<file path="config.mk">
export PLATFORM = sky130hd
export DESIGN_NAME = irq_ctrl
export DESIGN_NICKNAME = d
export VERILOG_FILES = /design/src/rtl/irq_ctrl.sv
export SDC_FILE = /design/constraint.sdc
export NUM_CORES = 1
export LEC_CHECK = 0
export CELL_PAD_IN_SITES_DETAIL_PLACEMENT = 1
export CELL_PAD_IN_SITES_GLOBAL_PLACEMENT = 2
export CORE_MARGIN = 2
export CORE_UTILIZATION = 33
export DETAILED_ROUTE_END_ITERATION = 12
export HOLD_SLACK_MARGIN = 0.08
export PLACE_DENSITY = 0.87
export RECOVER_POWER = 100
export SYNTH_ARGS = -nofsm -noshare
export SYNTH_HDL_FRONTEND = slang
export SYNTH_SLANG_ARGS = --single-unit
</file>
<file path="constraint.sdc">
create_clock -name clk -period 3 [get_ports clk]
set_input_delay 0.45 -clock clk [delete_from_list [all_inputs] [get_ports clk]]
set_output_delay 0.45 -clock clk [all_outputs]
set_load 0.01 [all_outputs]
</file>
<file path="src/rtl/irq_ctrl.sv">
// Purpose : 68000 interrupt controller; edge-latched pending bits, mask, level encode, IACK vectoring.
// Latency : source rise -> pend 1 edge, -> ipl_n 2 edges (+2 with IRQ_CTRL_SYNC_EN); bus/IACK data 1 cycle.
// Backpres: none; every strobed or IACK cycle is acknowledged on the following cycle.
//
// Optional build macro: IRQ_CTRL_SYNC_EN adds a 2-flop synchronizer on each irq_src bit.
//
// Ports:
//   clk, reset_n            clock, async active-low reset
//   data_write/data_read    16-bit bus data in / registered read data or IACK vector out
//   addr, uds, lds, rw      word select (addr[7:1]), byte strobes, 1=read
//   ack                     registered transfer acknowledge
//   iack, iack_level        interrupt-acknowledge cycle and the level being acknowledged
//   irq_src                 source requests, bit i = priority level i+1 (bit 6 = NMI)
//   ipl_n                   registered active-low encoded priority level

module irq_ctrl #(
    parameter logic [7:0] VECTOR_RESET = 8'h40
) (
    input  logic        clk,
    input  logic        reset_n,
    input  logic [15:0] data_write,
    output logic [15:0] data_read,
    input  logic [7:0]  addr,
    input  logic        uds,
    input  logic        lds,
    input  logic        rw,
    output logic        ack,
    input  logic        iack,
    input  logic [2:0]  iack_level,
    input  logic [6:0]  irq_src,
    output logic [2:0]  ipl_n
);

    localparam logic [6:0] REG_PEND   = 7'd0;
    localparam logic [6:0] REG_MASK   = 7'd1;
    localparam logic [6:0] REG_VBASE  = 7'd2;
    localparam logic [6:0] REG_STATUS = 7'd3;
    localparam logic [15:0] SPURIOUS_VEC = 16'h0018;

    // ------------------------------------------------------------------
    // Source conditioning
    // ------------------------------------------------------------------
    logic [6:0] src_s;

`ifdef IRQ_CTRL_SYNC_EN
    logic [6:0] sync1_q;
    logic [6:0] sync2_q;

    always_ff @(posedge clk or negedge reset_n) begin
        if (!reset_n) begin
            sync1_q <= '0;
            sync2_q <= '0;
        end else begin
            sync1_q <= irq_src;
            sync2_q <= sync1_q;
        end
    end

    assign src_s = sync2_q;
`else
    // Sources are on-chip and already synchronous to clk.
    assign src_s = irq_src;
`endif

    // ------------------------------------------------------------------
    // State
    // ------------------------------------------------------------------
    logic [6:0]  prev_q;
    logic [6:0]  pend_q, pend_d;
    logic [6:0]  mask_q, mask_d;
    logic [7:0]  vbase_q, vbase_d;
    logic        iack_q;
    logic [15:0] data_read_q, data_read_d;
    logic        ack_q;
    logic [2:0]  ipl_n_q;

    logic [6:0]  rise;
    logic [6:0]  act;
    logic [2:0]  lvl;
    logic [6:0]  pend_clr;
    logic [15:0] rd_val;
    logic [6:0]  reg_sel;
    logic        iack_first;
    logic        iack_hit;
    logic [7:0]  act_ext;
    logic [7:0]  lvl_oh;

    assign rise    = src_s & ~prev_q;
    assign act     = pend_q & mask_q;
    assign reg_sel = addr[7:1];

    // Only the first cycle of an IACK cycle acts; later cycles just hold the vector.
    assign iack_first = iack & ~iack_q;

    // Index 0 of act_ext is a constant 0 so level 0 never hits.
    assign act_ext  = {act, 1'b0};
    assign iack_hit = act_ext[iack_level];
    assign lvl_oh   = 8'b1 << iack_level;

    // Highest active bit wins; later iterations overwrite earlier ones.
    always_comb begin
        lvl = 3'd0;
        for (int i = 0; i < 7; i++) begin
            if (act[i]) begin
                lvl = 3'(i + 1);
            end
        end
    end

    // Register read mux; every register lives in the low byte.
    always_comb begin
        rd_val = 16'h0000;
        case (reg_sel)
            REG_PEND:   rd_val = {9'b0, pend_q};
            REG_MASK:   rd_val = {9'b0, mask_q};
            REG_VBASE:  rd_val = {8'b0, vbase_q};
            REG_STATUS: rd_val = {13'b0, lvl};
            default:    rd_val = 16'h0000;
        endcase
    end

    // ------------------------------------------------------------------
    // Next-state logic: IACK takes priority over normal bus access.
    // ------------------------------------------------------------------
    always_comb begin
        pend_clr    = 7'b0;
        mask_d      = mask_q;
        vbase_d     = vbase_q;
        data_read_d = data_read_q;

        if (iack) begin
            if (iack_first) begin
                if (iack_hit) begin
                    data_read_d = {8'h00, vbase_q + {5'b0, iack_level}};
                    pend_clr    = lvl_oh[7:1];
                end else begin
                    data_read_d = SPURIOUS_VEC;
                end
            end
        end else if (uds || lds) begin
            if (rw) begin
                data_read_d = rd_val;
            end else if (lds) begin
                case (reg_sel)
                    REG_PEND:  pend_clr = data_write[6:0];
                    REG_MASK:  mask_d   = data_write[6:0];
                    REG_VBASE: vbase_d  = data_write[7:0];
                    default:   ;
                endcase
            end
        end

        // A new edge in the same cycle as a clear keeps the bit pending.
        pend_d = (pend_q & ~pend_clr) | rise;
    end

    always_ff @(posedge clk or negedge reset_n) begin
        if (!reset_n) begin
            prev_q      <= '0;
            pend_q      <= '0;
            mask_q      <= '0;
            vbase_q     <= VECTOR_RESET;
            iack_q      <= 1'b0;
            data_read_q <= '0;
            ack_q       <= 1'b0;
            ipl_n_q     <= 3'b111;
        end else begin
            prev_q      <= src_s;
            pend_q      <= pend_d;
            mask_q      <= mask_d;
            vbase_q     <= vbase_d;
            iack_q      <= iack;
            data_read_q <= data_read_d;
            ack_q       <= iack | uds | lds;
            ipl_n_q     <= ~lvl;
        end
    end

    assign data_read = data_read_q;
    assign ack       = ack_q;
    assign ipl_n     = ipl_n_q;

endmodule

</file>
== Word level (Yosys, flattened, before mapping) ==
Cells that the tools add are included.

* $add $sub $neg: 1
* Order comparisons: 1
* Equality and inequality tests: 4
* Shift-type cells: 1
* Mux-type cells: 22
* Bitwise gates (word level): 13
* Reduce and logical (&&, ||, !) cells: 7

{| class="wikitable"
|+ Operator list
! operator !! count
|-
| $mux 16 || 4
|-
| $mux 7 || 7
|-
| $pmux 8 s4 || 1
|-
| $and 7x7->7 || 3
|-
| $mux 3 || 5
|-
| $eq 7x2->1 const B || 2
|-
| $not 7->7 || 2
|-
| $reduce_and 5->1 || 2
|-
| $add 8x3->8 || 1
|-
| $mux 8 || 1
|-
| $shl 1x3->8 const A || 1
|-
| $eq 7x1->1 const B || 1
|-
| $logic_not 7->1 || 1
|-
| $or 7x7->7 || 1
|-
| $lt 3x4->1 const B || 1
|-
| $reduce_bool 2->1 || 2
|-
| $bmux 1 s3 || 1
|-
| $not 1->1 || 3
|-
| $not 3->3 || 1
|-
| $reduce_and 3->1 || 1
|-
| $mux 1 || 2
|-
| $mux 2 || 1
|-
| $ne 2x1->1 const B || 1
|-
| $or 1x1->1 || 2
|-
| 2 further kinds || 2
|}

* Bits in registers: 50
* Input bits: 40
* Word-level logic and storage cells: 57

== Depth between registers and ports, before layout ==
* Depth in word-level cells: 12
* Depth in mapped cells: 7
* Depth with buffers taken out: 7

== Worst setup path after synthesis ==
Ideal clock, no wire load.

* Path type: input to register
* Start point: in addr[6]
* End point: reg mask_q[0]
* Setup time: 125 ps
* Arrival: 2,343 ps
* Setup slack: 532 ps
* Stages: 6
* Cells stage by stage: or4_4 > or3_1 > buf_6 > or4_4 > buf_6 > mux2_4

* Longest elaborated chain between the ends: 2

{| class="wikitable"
|+ RTL lines
! what !! line !! text
|-
| start, declared || 23 || <nowiki>input logic [7:0] addr,</nowiki>
|-
| $eq 7x1->1 || 144 || <nowiki>case (reg_sel)</nowiki>
|-
| $reduce_and 5->1 (no source line) || -- ||
|-
| end signal, assigned || 170 || <nowiki>mask_q <= mask_d;</nowiki>
|-
| end, declared || 70 || <nowiki>logic [6:0] mask_q, mask_d;</nowiki>
|}

Every way passes these cells.
A chain may end at the register's enable or synchronous reset.

== Final worst setup path ==
* Start point: in addr[6]
* End point: reg pend_q[5]

* Longest elaborated chain between the ends: 9

{| class="wikitable"
|+ RTL lines
! what !! line !! text
|-
| $logic_not 7->1 || 144 ||
|-
| $mux 7 || 144 ||
|-
| $mux 7 || 143 || <nowiki>end else if (lds) begin</nowiki>
|-
| $mux 7 || 141 || <nowiki>if (rw) begin</nowiki>
|-
| $mux 7 || 140 || <nowiki>end else if (uds || lds) begin</nowiki>
|-
| $mux 7 || 131 || <nowiki>if (iack) begin</nowiki>
|-
| $not 7->7 || 154 || <nowiki>pend_d = (pend_q & ~pend_clr) | rise;</nowiki>
|-
| $and 7x7->7 || 154 ||
|-
| $or 7x7->7 || 154 ||
|-
| named net pend_d[5] || 69 || <nowiki>logic [6:0] pend_q, pend_d;</nowiki>
|-
| end signal, assigned || 169 || <nowiki>pend_q <= pend_d;</nowiki>
|-
| end, declared || 69 ||
|}

The timed path passes the listed nets, and every way through them passes these cells.

==> results.toml <==
[worst_setup_path]
startpoint_type = "input pin"
crit_arrival_ps = 2770
critPathSlowestCell = "or4_1"
crit_required_ps = 3180
cp_max_fo = 7
crit_chain = "clkdlybuf4s50_1, or4_1, or3_1, clkbuf_1, nor4_4, buf_4, nand2_1, a32o_1"
criticalPathCategory = "in -> reg"
crit_path_max_incr_delay_ps = 560
endpoint_kind = "flip-flop"
cp_num_buf_inv = 3
crit_family = "simple AND/OR/NAND/NOR gates"

[sta]
hold_ws_ps = 420.2
slew_violations = 43
rsz0062_at_grt = "no"
final-hold-violation-count = 0
period_needed_ps = 2585
final.setup.tns_ps = 0
finalSetupViolCount = 0
skew_ps = 12.54
fin_crit_sh_pct = 86.18
slew-limit-headroom_pct = -50.92
tightest_slew_ps = 2264
fmaxAchievable_mhz = 386.8

[layout]
layout-drive-gt1-share_pct = 11.03
multi_input_area_sq_um = 1104
areaGrowthSynthToFinish_pct = 24.73
seq_area_sq_um = 1056
fin_cells = 359
antennaDiodeCount = 0
fillers = 772
final_nets = 306
fin_area_sq_um = 2878

[run]
drv_cap = 1

[floorplanning]
dieWidth_microns = 87.62
num_rows = 30
io_pins = 60
core_sq_um = 6794
die-height_microns = 87.62
die_area_sq_um = 7676
initial_core_util_pct = 33.96

[pwr]
pwr-share-clk_pct = 36.4
swShare_pct = 25.00
leakagePower_nw = 1.230
ir_worst_vdd_v = 0.0001930
p_seq_share_pct = 49.4
p_per_area_nw_per_um2 = 426.9
pwr-share-comb_pct = 14.2
p_sw_mw = 0.3071
p_int_mw = 0.9213

[min_path]
hold_class = "reg -> reg"

[synthesis]
synth_top_area_cell = "dfrtp_1"
synth_async_sr_flop_share_pct = 100.0
syn_inst = 217
ys_ff_latch = 42
yosys.area.top_type_share_pct = 41.21
synth_area_per_cell_sq_um = 10.63
yosys_warnings = 0
ys_seq_area_share_pct = 45.77
synth_area_leaders = "dfrtp_1 41%, dfstp_2 4.6%, mux2_4 4.6%"
synthFlopType = "dfrtp_1"
yosysUniqueCellTypes = 54
synth_edf_count = 0
syn-cell-area_sq_um = 2307

[route]
dr.pass1.iters = 5
drt_first_iter_violations = 71
vias = 1810
finalWirelength_mm = 5.942
drc = 0
via_per_inst = 5.042
ant_nets = 0
wl_per_cell_microns = 16.55

[clocking]
clk_pin_slew_ps = 80
cts_hold_buf = 0
numCtsBuffers = 5
root_buffer = "clkbuf_8"
clock_path_buffers = 2
cts_tree = "yes"
post_cts_buffers = 0
clkSinkCount = 42
insertion_delay_ps = 300
htreeDepth = 2
cts_resized = 0

[placement]
gp_congestion = 0.7700
place_area_sq_um = 2804
port_buffers = 42
dp_cells = 351
hpwlAfterDp_mm = 4.621

[outcome]
run_status = "complete, but fails checks"
violations = "capacitance limit, slew limit"

[global_route]
groute.usage.overall_pct = 16.43
grt_pass1_vias = 1903
antenna_found_initial = 0
grt_pass1_wl_mm = 9.708
gr-total-overflow = 0
grt_start_max_net_pins = 43
## registers in the layout (all words and copies together), names as in the netlist
register	flops
mask_q	7
vbase_q	8
pend_q	7
ack	1
iack_q	1
data_read	8
ipl_n	3
prev_q	7
## layout by cell type (no fill, tap or decap), types with 2 or more instances in the layout
cell / instances
nor2b_1: 4
and3_1: 3
nand2_1: 18
dfrtp_1: 38
clkbuf_8: 5
a32o_1: 5
dfstp_2: 4
or3_1: 2
nand3_1: 5
buf_4: 4
o21ai_0: 12
ha_1: 3
nand2b_1: 4
conb_1: 8
mux2_1: 6
mux2i_1: 7
inv_1: 10
clkinv_2: 2
clkbuf_1: 3
a31oi_1: 2
dlygate4sd3_1: 21
a22o_1: 3
a21oi_1: 9
clkdlybuf4s50_1: 20
a21o_1: 3
xnor2_1: 3
nand4_1: 6
and2_1: 2
nor3_1: 3
a221o_1: 3
xor2_1: 2
mux2_2: 9
nor2_1: 9
## metal layers
metal | vias up | global-route usage (%) | routed length (microns)
li1 | 871 | - | -
met1 | 894 | 22.20 | 2748
met2 | 40 | 27.89 | 2935
met3 | 5 | 3.016 | 206
met4 | 0 | 2.937 | 51
met5 | - | 0 | 0
## path summary, 6_finish.rpt
check / from / endpoint / slack (ps) / cells after the start
min in group asynchronous: reset_n / ack / 810 / 1
min: prev_q[0] / pend_q[0] / 420 / 1
max in group asynchronous: reset_n / mask_q[0] / 890 / 1
max: addr[6] / pend_q[5] / 410 / 8
min reg2reg: prev_q[0] / pend_q[0] / 420 / 1
max reg2reg: vbase_q[0] / data_read[6] / 930 / 7
## power by group through the flow
stage | combinational (mW) | clock (mW) | sequential (mW)
6_report | 0.175 | 0.447 | 0.607
5_1_grt | 0.194 | 0.488 | 0.610
4_1_cts | 0.188 | 0.468 | 0.608
3_5_place_dp | 0.187 | 0 | 0.619
3_3_place_gp | 0.184 | 0 | 0.618
2_1_floorplan | 0.0814 | 0 | 0.622
## cells by family (layout without fill, tap and decap cells)
family,count (synthesis),count (layout),synth area share (%)
and+or+nand+nor,65,65,15.83
xor gates and xnor gates,5,5,1.898
buffers and inverters,27,66,6.399
AOI/OAI and AO/OA,50,50,15.46
DFF,42,42,45.77
muxes,23,23,11.99
other,1,8,0.1625
adders and majority gates,4,4,2.495
## per-stage QoR
stage	power [mW]	setup WS, ps	utilization [%]
after detailed placement	0.8065	153.6	41.27
after global routing	1.291	285.8	42.36
after CTS	1.264	475.8	42.87
after global placement	0.8021	173.1	41.27
final	1.228	414.7	42.36
after floorplan	0.7030	532.0	-
## Yosys cell counts, types with 2 or more instances
cell,count
a21o_1,3
a21oi_1,9
a221o_1,3
a22o_1,3
a31oi_1,2
a32o_1,5
and2_1,2
and3_1,3
buf_4,8
buf_6,2
clkbuf_1,5
dfrtp_1,38
dfstp_2,4
ha_1,3
inv_1,10
mux2_2,9
mux2_4,7
mux2i_1,7
nand2_1,18
nand2b_1,4
nand3_1,5
nand4_1,6
nor2_1,9
nor2b_1,4
nor3_1,3
o21ai_0,12
or3_1,2
or4_4,2
xnor2_1,3
xor2_1,2
## final cells by class
type	count	share of cell area, %
Clock buffer	5	2.391
Sequential cell	42	36.70
Inverter	10	1.304
Tap cell	96	4.174
Clock inverter	3	1.391
Multi-Input combinational cell	155	38.35
Timing Repair Buffer	48	15.70
(Power assumes the default switching activity.)
